**src/rtl/seq_alu_pkg.sv**
```systemverilog
// Shared opcodes, FSM encodings and iteration count for the sequential ALU.
package seq_alu_pkg;

    localparam logic [2:0] OP_PASS = 3'd0;
    localparam logic [2:0] OP_ADD  = 3'd1;
    localparam logic [2:0] OP_SUB  = 3'd2;
    localparam logic [2:0] OP_AND  = 3'd3;
    localparam logic [2:0] OP_OR   = 3'd4;
    localparam logic [2:0] OP_SHL  = 3'd5;
    localparam logic [2:0] OP_MUL  = 3'd6;
    localparam logic [2:0] OP_DIV  = 3'd7;

    typedef enum logic {
        ST_IDLE = 1'b0,
        ST_ITER = 1'b1
    } state_t;

    // One iteration per operand bit for the current 16-bit CPU.
    localparam int ITER_COUNT = 16;

endpackage

```
**src/rtl/seq_alu_iter.sv**
```systemverilog
// Iterative shift-add multiply core; restoring divide added when SEQ_ALU_DIV_EN is defined.
module seq_alu_iter
    import seq_alu_pkg::*;
#(
    parameter int WIDTH = ITER_COUNT,
    parameter int CNT_W = 5
) (
    input  logic             clk,
    input  logic             rst_n,
    input  logic             load,
    input  logic             step,
`ifdef SEQ_ALU_DIV_EN
    input  logic             div_sel,
`endif
    input  logic [WIDTH-1:0] a,
    input  logic [WIDTH-1:0] b,
    output logic             last,
    output logic [WIDTH-1:0] result,
    output logic             flag
);

    logic [2*WIDTH-1:0] partial_q, partial_nxt;
    logic [2*WIDTH-1:0] mcand_q, mcand_nxt;
    logic [WIDTH-1:0]   mplier_q, mplier_nxt;
    logic [CNT_W-1:0]   cnt_q;
`ifdef SEQ_ALU_DIV_EN
    logic               div_q;
    logic [WIDTH:0]     sh_rem;
    logic [WIDTH-1:0]   rem_sub;
`endif

    always_comb begin
        partial_nxt = partial_q + (mplier_q[0] ? mcand_q : '0);
        mcand_nxt   = mcand_q << 1;
        mplier_nxt  = mplier_q >> 1;
`ifdef SEQ_ALU_DIV_EN
        // partial = {remainder, quotient}; the divisor stays parked in mplier_q.
        sh_rem  = partial_q[2*WIDTH-1:WIDTH-1];
        rem_sub = sh_rem[WIDTH-1:0] - mplier_q;
        if (div_q) begin
            mcand_nxt  = mcand_q;
            mplier_nxt = mplier_q;
            if (sh_rem >= {1'b0, mplier_q})
                partial_nxt = {rem_sub, partial_q[WIDTH-2:0], 1'b1};
            else
                partial_nxt = {sh_rem[WIDTH-1:0], partial_q[WIDTH-2:0], 1'b0};
        end
`endif
    end

    always_ff @(posedge clk or negedge rst_n) begin
        if (!rst_n) begin
            partial_q <= '0;
            mcand_q   <= '0;
            mplier_q  <= '0;
            cnt_q     <= '0;
`ifdef SEQ_ALU_DIV_EN
            div_q     <= 1'b0;
`endif
        end else if (load) begin
            mcand_q  <= {{WIDTH{1'b0}}, a};
            mplier_q <= b;
            cnt_q    <= '0;
`ifdef SEQ_ALU_DIV_EN
            div_q     <= div_sel;
            partial_q <= div_sel ? {{WIDTH{1'b0}}, a} : '0;
`else
            partial_q <= '0;
`endif
        end else if (step) begin
            partial_q <= partial_nxt;
            mcand_q   <= mcand_nxt;
            mplier_q  <= mplier_nxt;
            cnt_q     <= cnt_q + CNT_W'(1);
        end
    end

    // High half is the product overflow for MUL and the remainder for DIV.
    assign last   = (cnt_q == CNT_W'(WIDTH - 1));
    assign result = partial_nxt[WIDTH-1:0];
    assign flag   = |partial_nxt[2*WIDTH-1:WIDTH];

endmodule

```
**src/rtl/seq_alu.sv**
```systemverilog
// Multi-cycle ALU feeding the accumulator c_bus; define SEQ_ALU_DIV_EN to enable opcode 111 (DIV).
module seq_alu
    import seq_alu_pkg::*;
#(
    parameter int WIDTH = ITER_COUNT,
    parameter int CNT_W = 5
) (
    input  logic             clk,
    input  logic             rst_n,
    input  logic             start,
    input  logic [2:0]       alu_op,
    input  logic [WIDTH-1:0] a_in,
    input  logic [WIDTH-1:0] b_in,
    output logic [WIDTH-1:0] c_bus,
    output logic             carry,
    output logic             zero,
    output logic             busy,
    output logic             done
);

    state_t           state_q, state_nxt;
    logic             iter_load, iter_step, iter_last, iter_flag;
    logic [WIDTH-1:0] iter_result;
    logic             res_we, res_flag, done_nxt;
    logic [WIDTH-1:0] res_val;
    logic [WIDTH:0]   single_res;
`ifdef SEQ_ALU_DIV_EN
    logic             div_sel;
`endif

    // Returns {flag, value} for the single-cycle opcodes.
    function automatic logic [WIDTH:0] single_op(input logic [2:0] op,
                                                 input logic [WIDTH-1:0] a,
                                                 input logic [WIDTH-1:0] b);
        case (op)
            OP_ADD:  single_op = {1'b0, a} + {1'b0, b};
            OP_SUB:  single_op = {(a >= b), a - b};
            OP_AND:  single_op = {1'b0, a & b};
            OP_OR:   single_op = {1'b0, a | b};
            OP_SHL:  single_op = {a, 1'b0};
            default: single_op = {1'b0, b};
        endcase
    endfunction

    assign single_res = single_op(alu_op, a_in, b_in);

    seq_alu_iter #(
        .WIDTH (WIDTH),
        .CNT_W (CNT_W)
    ) u_iter (
        .clk     (clk),
        .rst_n   (rst_n),
        .load    (iter_load),
        .step    (iter_step),
`ifdef SEQ_ALU_DIV_EN
        .div_sel (div_sel),
`endif
        .a       (a_in),
        .b       (b_in),
        .last    (iter_last),
        .result  (iter_result),
        .flag    (iter_flag)
    );

    always_comb begin
        state_nxt = state_q;
        iter_load = 1'b0;
        iter_step = 1'b0;
        res_we    = 1'b0;
        res_val   = c_bus;
        res_flag  = carry;
        done_nxt  = 1'b0;
`ifdef SEQ_ALU_DIV_EN
        div_sel   = 1'b0;
`endif
        case (state_q)
            ST_IDLE: begin
                if (start) begin
                    case (alu_op)
                        OP_MUL: begin
                            iter_load = 1'b1;
                            state_nxt = ST_ITER;
                        end
                        OP_DIV: begin
`ifdef SEQ_ALU_DIV_EN
                            if (b_in == '0) begin
                                res_we   = 1'b1;
                                res_val  = '1;
                                res_flag = 1'b1;
                                done_nxt = 1'b1;
                            end else begin
                                iter_load = 1'b1;
                                div_sel   = 1'b1;
                                state_nxt = ST_ITER;
                            end
`else
                            // Illegal opcode: acknowledge but leave results untouched.
                            done_nxt = 1'b1;
`endif
                        end
                        default: begin
                            res_we   = 1'b1;
                            res_val  = single_res[WIDTH-1:0];
                            res_flag = single_res[WIDTH];
                            done_nxt = 1'b1;
                        end
                    endcase
                end
            end
            ST_ITER: begin
                iter_step = 1'b1;
                if (iter_last) begin
                    res_we    = 1'b1;
                    res_val   = iter_result;
                    res_flag  = iter_flag;
                    done_nxt  = 1'b1;
                    state_nxt = ST_IDLE;
                end
            end
            default: state_nxt = ST_IDLE;
        endcase
    end

    always_ff @(posedge clk or negedge rst_n) begin
        if (!rst_n) begin
            state_q <= ST_IDLE;
            c_bus   <= '0;
            carry   <= 1'b0;
            zero    <= 1'b0;
            done    <= 1'b0;
        end else begin
            state_q <= state_nxt;
            done    <= done_nxt;
            if (res_we) begin
                c_bus <= res_val;
                carry <= res_flag;
                zero  <= (res_val == '0);
            end
        end
    end

    assign busy = (state_q == ST_ITER);

endmodule

```
**config.mk**
```make
export PLATFORM = sky130hd
export DESIGN_NAME = seq_alu
export DESIGN_NICKNAME = d
export VERILOG_FILES = /design/src/rtl/seq_alu_pkg.sv /design/src/rtl/seq_alu_iter.sv /design/src/rtl/seq_alu.sv
export SDC_FILE = /design/constraint.sdc
export NUM_CORES = 1
export LEC_CHECK = 0
export CORE_AREA = 2 2 127 129
export CTS_BUF_LIST = sky130_fd_sc_hd__clkbuf_8 sky130_fd_sc_hd__clkbuf_16
export DETAILED_ROUTE_END_ITERATION = 6
export DIE_AREA = 0 0 129 131
export PLACE_DENSITY = 0.77
export SETUP_SLACK_MARGIN = 0.02
export SLEW_MARGIN = 20
export SYNTH_ARGS = -nofsm -noshare
export SYNTH_HDL_FRONTEND = slang
export SYNTH_SLANG_ARGS = --single-unit
```
**constraint.sdc**
```tcl
create_clock -name clk -period 12.7 [get_ports clk]
set_input_delay 2.54 -clock clk [delete_from_list [all_inputs] [get_ports clk]]
set_output_delay 2.54 -clock clk [all_outputs]
set_load 0.05 [all_outputs]
```
Word-level counts from Yosys, hierarchy flattened. Index checks and enable logic that the tools add are counted.

$add $sub $neg: 4. $lt $le $gt $ge: 1. Eq/ne operators: 11. Multiplexer cells: 31. Bitwise gates (word level): 3. Reduce and logical (&&, ||, !) cells: 5.

Operators with widths (number): $mux 32 (5); $pmux 17 s5 (1); $mux 16 (5); $add 32x32->32 (1); $pmux 16 s2 (1); $add 16x16->17 (1); $and 16x16->16 (1); $ge 16x16->1 (1); $logic_not 16->1 (1); $or 16x16->16 (1); $reduce_or 16->1 (1); $sub 16x16->16 (1); $mux 1 (13); $eq 3x3->1 const B (4); $mux 5 (2); $pmux 1 s2 (4); $eq 3x2->1 const B (2); $add 5x1->5 const B (1); $eq 5x4->1 const B (1); $ne 2x2->1 const B (2); $reduce_and 4->1 (1); $eq 3x1->1 const B (1); $ne 2x1->1 const B (1); $reduce_bool 2->1 (1); 2 further kinds (2).

Flip-flop bits (word level): 105. Bits of input ports: 38. Output and inout bits: 20. Logic and storage cells: 64.

Depth between registers and ports, before layout.
Word-level depth: 6. Depth in mapped cells: 14. Gate-level depth less buffers: 14.

Hierarchy. Synthesis repeated with hierarchy kept, for this count alone.

Cell total of the unflattened synthesis: 1185. Area total of the unflattened synthesis: 9829.4 µm².

Modules (own cells, without submodules): seq_alu_iter (instances 1, cells each 612, area an instance 5631.7 µm², sequential area each 2127.0 µm²); seq_alu (instances 1, cells each 573, area an instance 4197.8 µm², sequential area each 500.5 µm²).

Worst setup path before layout. OpenSTA, ideal clock, no wires.

Kind: input -> register. From: input a_in[2]. To: register zero. Library setup time: 92 ps. Arrival time: 5633 ps. Required time: 12608 ps. Slack: 6975 ps. Stages on the path: 13. Path buffers: 1. Cell sequence: inv_1 -> ha_1 -> clkbuf_1 -> inv_1 -> a21oi_1 -> a221o_1 -> a21oi_1 -> a211oi_1 -> or4b_1 -> or4_1 -> or4b_1 -> or4_1 -> o31ai_2.

Cells in the longest elaborated chain, start to end: 6. Elaborated cells between the ends (all ways): 9. Those cells by class: 2 x add/sub; 4 x mux; 2 x bitwise; 1 x reduce/logical.

Ends and longest elaborated chain: from (decl) (line seq_alu.sv:12) `input logic [WIDTH-1:0] a_in,`; $sub 16x16->16, or another cell as far along (line seq_alu.sv:37) `OP_SUB: single_op = {(a >= b), a - b};`; $pmux 17 s5 * (line seq_alu.sv:35) `case (op)`; $mux 16 * (line seq_alu.sv:79) `case (alu_op)`; $mux 16 * (line seq_alu.sv:78) `if (start) begin`; $pmux 16 s2 * (line seq_alu.sv:76) `case (state_q)`; $logic_not 16->1 * (line seq_alu.sv:137) `zero <= (res_val == '0);`; to (signal assigned) (line seq_alu.sv:137); to (decl) (line seq_alu.sv:16) `output logic zero,`.

Mark *: on every way between the ends. The rest lies on a longest branch, timed or not. A chain may end at the register's enable or synchronous reset.

Final worst setup path.
From: input alu_op[0]. To: register zero.

Cells in the longest elaborated chain, start to end: 6. Elaborated cells between the ends (all ways): 16. Those cells by class: 7 x eq/ne; 7 x mux; 2 x reduce/logical.

Ends and longest elaborated chain: from (decl) (line seq_alu.sv:11) `input logic [2:0] alu_op,`; $eq 3x3->1, or another cell as far along (line seq_alu.sv:35); $pmux 17 s5 or $reduce_or 2->1 (tied branches); $mux 16 (line seq_alu.sv:79); $mux 16 (line seq_alu.sv:78); $pmux 16 s2 (line seq_alu.sv:76); $logic_not 16->1 (line seq_alu.sv:137).

Parallel ways exist; a longest one is shown, timed or not.

==> run metrics <==
status=finished clean; core box area=0.0156 sq mm; actual slew at the worst max-slew pin=0.932 ns; area added between synthesis and finish=10.8%; Post-Synthesis Net Count=1,338; drc violations=0; clk sinks=105; total track usage=32.6%; RSZ-0062 raised after global routing=false; Num CTS Buffers=9; largest net degree at the start of global routing=86; first drt pass iteration count=6; detailed placement HPWL=19,800 microns; first-pass GRT wire length=43,600 microns; share of layout cells above drive strength 1=4.00%; max-slew violation count=0; GRT overflow=0; initial antenna violation count=0; DR vias=9,024; Synth Register Bits=105; row count=46; WP data required=12.98 ns; biggest area consumer among synthesized cells=dfrtp_1; final setup violation count=0; Post-synth EDFFs=0; fin crit period=6.51 ns; Crit Path Category=in2reg; Hold WC Path Type=reg2reg; CP Launch Type=primary input; Yosys top cell area share=28.5%; Ports=58; Max Root-Sink Buffers=2; minimum hold slack=0.486 ns; commonest cells after routing, fill and taps aside=nand2_1 (175), o21ai_0 (142), dfrtp_1 (104); H-tree levels=3; max_slew headroom=37.9%; Post-CTS Resized=0; Fillers=1,395; wire per inst=18.8 microns; Worst-Skew Late Latency=0.37 ns; ant diodes=0; Setup crit end kind=flip-flop; CTS root buffer=clkbuf_16; Static Leak=4.56 nW; gate count after technology mapping=1,213; Die H=131 microns; RePlAce Congestion=0.982; vias in the first global route=8,494; postcts setup bufs=0; Peak VDD IR=108 uV; Final Net Count=1,344; # port buffers=57; Max Fclk=154 MHz; Initial Util=59.1%; final setup TNS=0 ns; DR iter-0 viols=799; critical path arrival=6.79 ns; max-cap viol count=0; syn avg cell area=7.61 sq um; antenna-violating nets left=0; CTS clk-pin slew, worst paths=0.08 ns; Pwr Density=162 mW/mm^2; Post-CTS Hold Fix Bufs=0; ranking of synthesized cells by area=dfrtp_1 (28%), ha_1 (11%), o21ai_0 (7.7%), nand2_1 (7.1%), a21oi_1 (5.4%); FF+latch area=0.00263 sq mm; ys flop type=dfrtp_1; clk_skew=0.00686 ns; synth warn=0; Vias/cell=6.27; multi-input logic area=0.00610 sq mm; CP max FO=41; period utilisation layout=51.3%; share of flip-flops with an asynchronous set or reset=100%; commonest non-fill, non-tap cell in the layout=nand2_1; distinct cell type count after synthesis=74; CTS tree=built; die area=0.0169 sq mm; sequential area share after synthesis=28.5%; DIE WIDTH=129 microns; total length of routed wires=27,000 microns; Netlist Area Pre-Place=0.00923 sq mm; final hold vios=0
[through the flow]
step	worst slack [ns]	cell area [sq um]	power [W]	util, %	cells
6_report	6.19	10200	0.00166	65.5	1440
5_1_grt	6.05	10200	0.00177	65.5	1440
4_1_cts	6.25	10200	0.00166	65.5	1440
3_5_place_dp	5.88	9890	0.00134	63.4	1424
3_3_place_gp	5.96	9890	0.00133	63.4	1424
2_1_floorplan	6.98	9230	0.00110	-	1213
[area by class of cell]
cell class	instances	share of cell area (%)
flip-flops and latches	105	25.7
well taps	216	2.64
repair buffers	69	6.44
clock inverters	7	1.05
multi-input cells	973	59.7
inverters	61	2.24
clock buffers	9	2.20
[power by group]
part / total, W / switching, W / internal (W) / leakage (nW)
clock: 0.000312 / 0.000150 / 0.000162 / 0.161
combinational: 0.000774 / 0.000485 / 0.000289 / 3.01
sequential: 0.000573 / 0.000117 / 0.000456 / 1.39
[final timing paths]
| kind | from | endpoint | slack (ns) | cells past startpoint |
|---|---|---|---|---|
| worst max-delay path | alu_op[0] | zero$_DFFE_PN0P_ | 6.19 | 12 |
| worst min-delay path | u_iter.mplier_q[3]$_DFFE_PN0P_ | u_iter.mplier_q[2]$_DFFE_PN0P_ | 0.49 | 2 |
| worst max register to register | u_iter.mplier_q[0]$_DFFE_PN0P_ | zero$_DFFE_PN0P_ | 7.91 | 13 |
| worst min register to register | u_iter.mplier_q[3]$_DFFE_PN0P_ | u_iter.mplier_q[2]$_DFFE_PN0P_ | 0.49 | 2 |
| max in group asynchronous | rst_n | busy$_DFF_PN0_ | 9.32 | 2 |
| min in group asynchronous | rst_n | u_iter.cnt_q[1]$_DFFE_PN0P_ | 2.23 | 1 |
[flip-flops by register name, summed over array words and instances (netlist names)]
signal            cells
u_iter.cnt_q          5
busy                  1
u_iter.partial_q     32
carry                 1
zero                  1
u_iter.mplier_q      16
done                  1
c_bus                16
u_iter.mcand_q       32
[Yosys cell counts (5+ instances only)]
| cell | instances |
|---|---|
| a41oi_1 | 5 |
| a21o_1 | 14 |
| xor2_1 | 11 |
| nand3_1 | 33 |
| nor2b_1 | 7 |
| o211ai_1 | 10 |
| o22ai_1 | 8 |
| nor3_1 | 27 |
| o221ai_1 | 6 |
| nor2_1 | 98 |
| o31ai_1 | 6 |
| o21a_1 | 6 |
| a21oi_1 | 99 |
| o21bai_1 | 7 |
| o2111ai_1 | 7 |
| nand2_1 | 175 |
| nand2b_1 | 12 |
| nand4_1 | 9 |
| a22o_1 | 9 |
| o21ai_0 | 142 |
| a211oi_1 | 22 |
| a211o_1 | 8 |
| xnor2_1 | 21 |
| a31oi_1 | 13 |
| inv_1 | 60 |
| buf_2 | 7 |
| dfrtp_1 | 105 |
| ha_1 | 84 |
| and3_1 | 6 |
| and2_1 | 35 |
| clkbuf_1 | 60 |
| mux2i_1 | 8 |
| buf_1 | 6 |
[logic make-up after synthesis]
group                      share of synthesized area, %
AOI/OAI and AO/OA                                  28.4
and+or+nand+nor                                    21.0
adders and majority gates                          12.0
DFF                                                28.5
xor gates and xnor gates                           3.04
buffers and inverters                              5.60
muxes                                              1.36
[worst max-delay path, cell delays in order]
cell	delay, ns
clkdlybuf4s50_1	0.45
buf_4	0.39
nor2_1	0.15
and2_1	0.43
a221o_1	0.41
a21oi_1	0.18
a211oi_1	0.08
or4b_1	0.57
or4_1	0.44
or4b_1	0.52
or4_1	0.44
o31ai_2	0.18
[routing by layer]
metal | wire (microns) | part of all wire (%) | vias to the layer above | track usage, %
met5 | 0 | 0 | - | 0
met3 | 1770 | 6.5 | 55 | 4.11
met4 | 782 | 2.9 | 0 | 11.6
met2 | 12800 | 47 | 386 | 55.6
li1 | - | - | 4341 | -
met1 | 11700 | 43 | 4242 | 43.0
Power figures use the tool's default switching activity.
==> variant, RTL diff (config.mk and constraints unchanged) <==
The option `SEQ_ALU_DIV_EN` is turned on by a define.
--- a/src/rtl/seq_alu_iter.sv
+++ b/src/rtl/seq_alu_iter.sv
@@ -1,2 +1,4 @@
 // Iterative shift-add multiply core; restoring divide added when SEQ_ALU_DIV_EN is defined.
+`define SEQ_ALU_DIV_EN
+
 module seq_alu_iter
Behaviour: not the same (a bounded check fails within 4 cycles, from zero or initial values and one cycle with rst_n low).
==> variant against the original RTL <==
  * The run now ends with DRC left
  * Critical path depth did not move
  * Count of clock-buffer cells in the layout increased by 1
  * Worst setup slack got worse by 81 ps
  * Area after synthesis increased by 14%
  * Sequential cell count grew 1
  * Clock skew is 5.7 ps higher
  * Synthesized cell count increased by 11%
  * Non-clock buffer count increased by 3
  * Final area increased by 13%
  * Routed wire length up 33%
Power is not compared: it rests on default switching activity, and its combinational part moved more than twofold at a synthesized area within 25%.
==> variant: results (changes against the original RTL) <==
<table>
<tr><th>Metric</th><th>Value</th></tr>
<tr><th colspan="2">Outcome</th></tr>
<tr><td>Result of the run</td><td>complete, but fails checks (was finished clean)</td></tr>
<tr><td>Violated checks</td><td>DRC</td></tr>
<tr><th colspan="2">Finish</th></tr>
<tr><td>Total Nets Final</td><td>1493 (was 1344)</td></tr>
<tr><td>Layout filler cell count</td><td>1156 (was 1395)</td></tr>
<tr><td>Fraction of layout instances using a drive strength above 1</td><td>4.57% (was 4.00%)</td></tr>
<tr><th colspan="2">Logic synthesis</th></tr>
<tr><td>Syn Area/Cell</td><td>7.82 um^2 (was 7.61 um^2)</td></tr>
<tr><td>Post-Synth Adder-Cell Area</td><td>12.6% (was 12.0%)</td></tr>
<tr><td>Compound-gate portion of the synthesized area</td><td>29.6% (was 28.4%)</td></tr>
<tr><td>Multiplexer area fraction after synthesis</td><td>2.22% (was 1.36%)</td></tr>
<tr><td>Sequential fraction of the synthesis area</td><td>25.1% (was 28.5%)</td></tr>
<tr><td>Most area-consuming cells after synthesis</td><td>sky130_fd_sc_hd__dfrtp_1 (25%), sky130_fd_sc_hd__ha_1 (12%), sky130_fd_sc_hd__nand2_1 (6.4%) (was sky130_fd_sc_hd__dfrtp_1 (28%), sky130_fd_sc_hd__ha_1 (11%), sky130_fd_sc_hd__o21ai_0 (7.7%))</td></tr>
<tr><td>Xor/xnor share of the synthesized area</td><td>3.98% (was 3.04%)</td></tr>
<tr><th colspan="2">Worst setup path</th></tr>
<tr><td>Longest individual stage delay on the worst path</td><td>610 ps (was 570 ps)</td></tr>
<tr><td>Arrival time of the worst setup path</td><td>6870 ps (was 6790 ps)</td></tr>
<tr><th colspan="2">Place</th></tr>
<tr><td>Worst Setup Slack post-DPL</td><td>5880 ps (about the same)</td></tr>
<tr><td>Post-placement cell count</td><td>1556 (was 1424)</td></tr>
<tr><th colspan="2">Routing</th></tr>
<tr><td>Initial detailed-routing violation count</td><td>1361 (was 799)</td></tr>
<tr><td>DR pass1 iterations</td><td>7 (was 6)</td></tr>
<tr><td>Remaining routing DRC violations</td><td>5 (was 0)</td></tr>
<tr><td>Drt via density</td><td>6.97 (was 6.27)</td></tr>
<tr><td>Vias after detailed routing</td><td>11000 (was 9024)</td></tr>
<tr><th colspan="2">Timing</th></tr>
<tr><td>Final clock skew</td><td>12.5 ps (was 6.86 ps)</td></tr>
<tr><td>Worst-Margin Slew</td><td>1100 ps (was 932 ps)</td></tr>
<tr><th colspan="2">Global route</th></tr>
<tr><td>Maximum number of pins on one net before global-route repair</td><td>69 (was 86)</td></tr>
<tr><td>Via count of the first global-routing pass</td><td>10200 (was 8494)</td></tr>
</table>
-- variant: changes by cell type after synthesis, sizes merged, moves of 7 or more --
| cell | delta |
|---|---|
| inv | +21 |
| o21ai | -22 |
| a211oi | -7 |
| mux2i | +12 |
| nor2 | -24 |
| nor4 | +11 |
| a22oi | +14 |
| a221oi | +11 |
| o221ai | +16 |
| xnor2 | +10 |
| nor2b | +7 |
| ha | +16 |
| a21o | +15 |
-- variant: worst paths after layout --
check	start	endpoint	slack, ps	cells after the start
min in group asynchronous	rst_n	u_iter.mcand_q[9]	2140	1
min	u_iter.mplier_q[7]	u_iter.mplier_q[7]	490	2
max	alu_op[2]	zero	6110	12
max in group asynchronous	rst_n	busy	9230	2
min reg2reg	u_iter.mplier_q[7]	u_iter.mplier_q[7]	490	2
max reg2reg	u_iter.mplier_q[0]	zero	7680	14
-- variant: logic make-up after synthesis --
kind of cell,count (synthesis)
AOI/OAI and AO/OA,459
xor gates and xnor gates,48
adders and majority gates,104
buffers and inverters,164
DFF,106
muxes,23
and+or+nand+nor,447
-- variant: layer usage --
layer	wire (um)	up-vias	GRT usage [%]
met5	13	-	0
met4	2230	2	22.4
met3	3330	168	7.98
met2	16300	710	69.3
met1	14000	5128	53.3
li1	-	4956	-
-- variant: area by class of cell --
cell class / count / area share (%)
multi-input combinational: 1081 / 63.1
sequential: 106 / 23.0
timing repair buffer: 72 / 5.89
inverter: 81 / 2.63
tap: 216 / 2.34
clock buffer: 10 / 2.07
clock inverter: 6 / 1.03
-- variant: power by group --
part           internal (mW)  switching (mW)  total (mW)
combinational          0.609            1.04        1.65
clock                  0.201           0.148       0.349
sequential             0.477           0.161       0.638
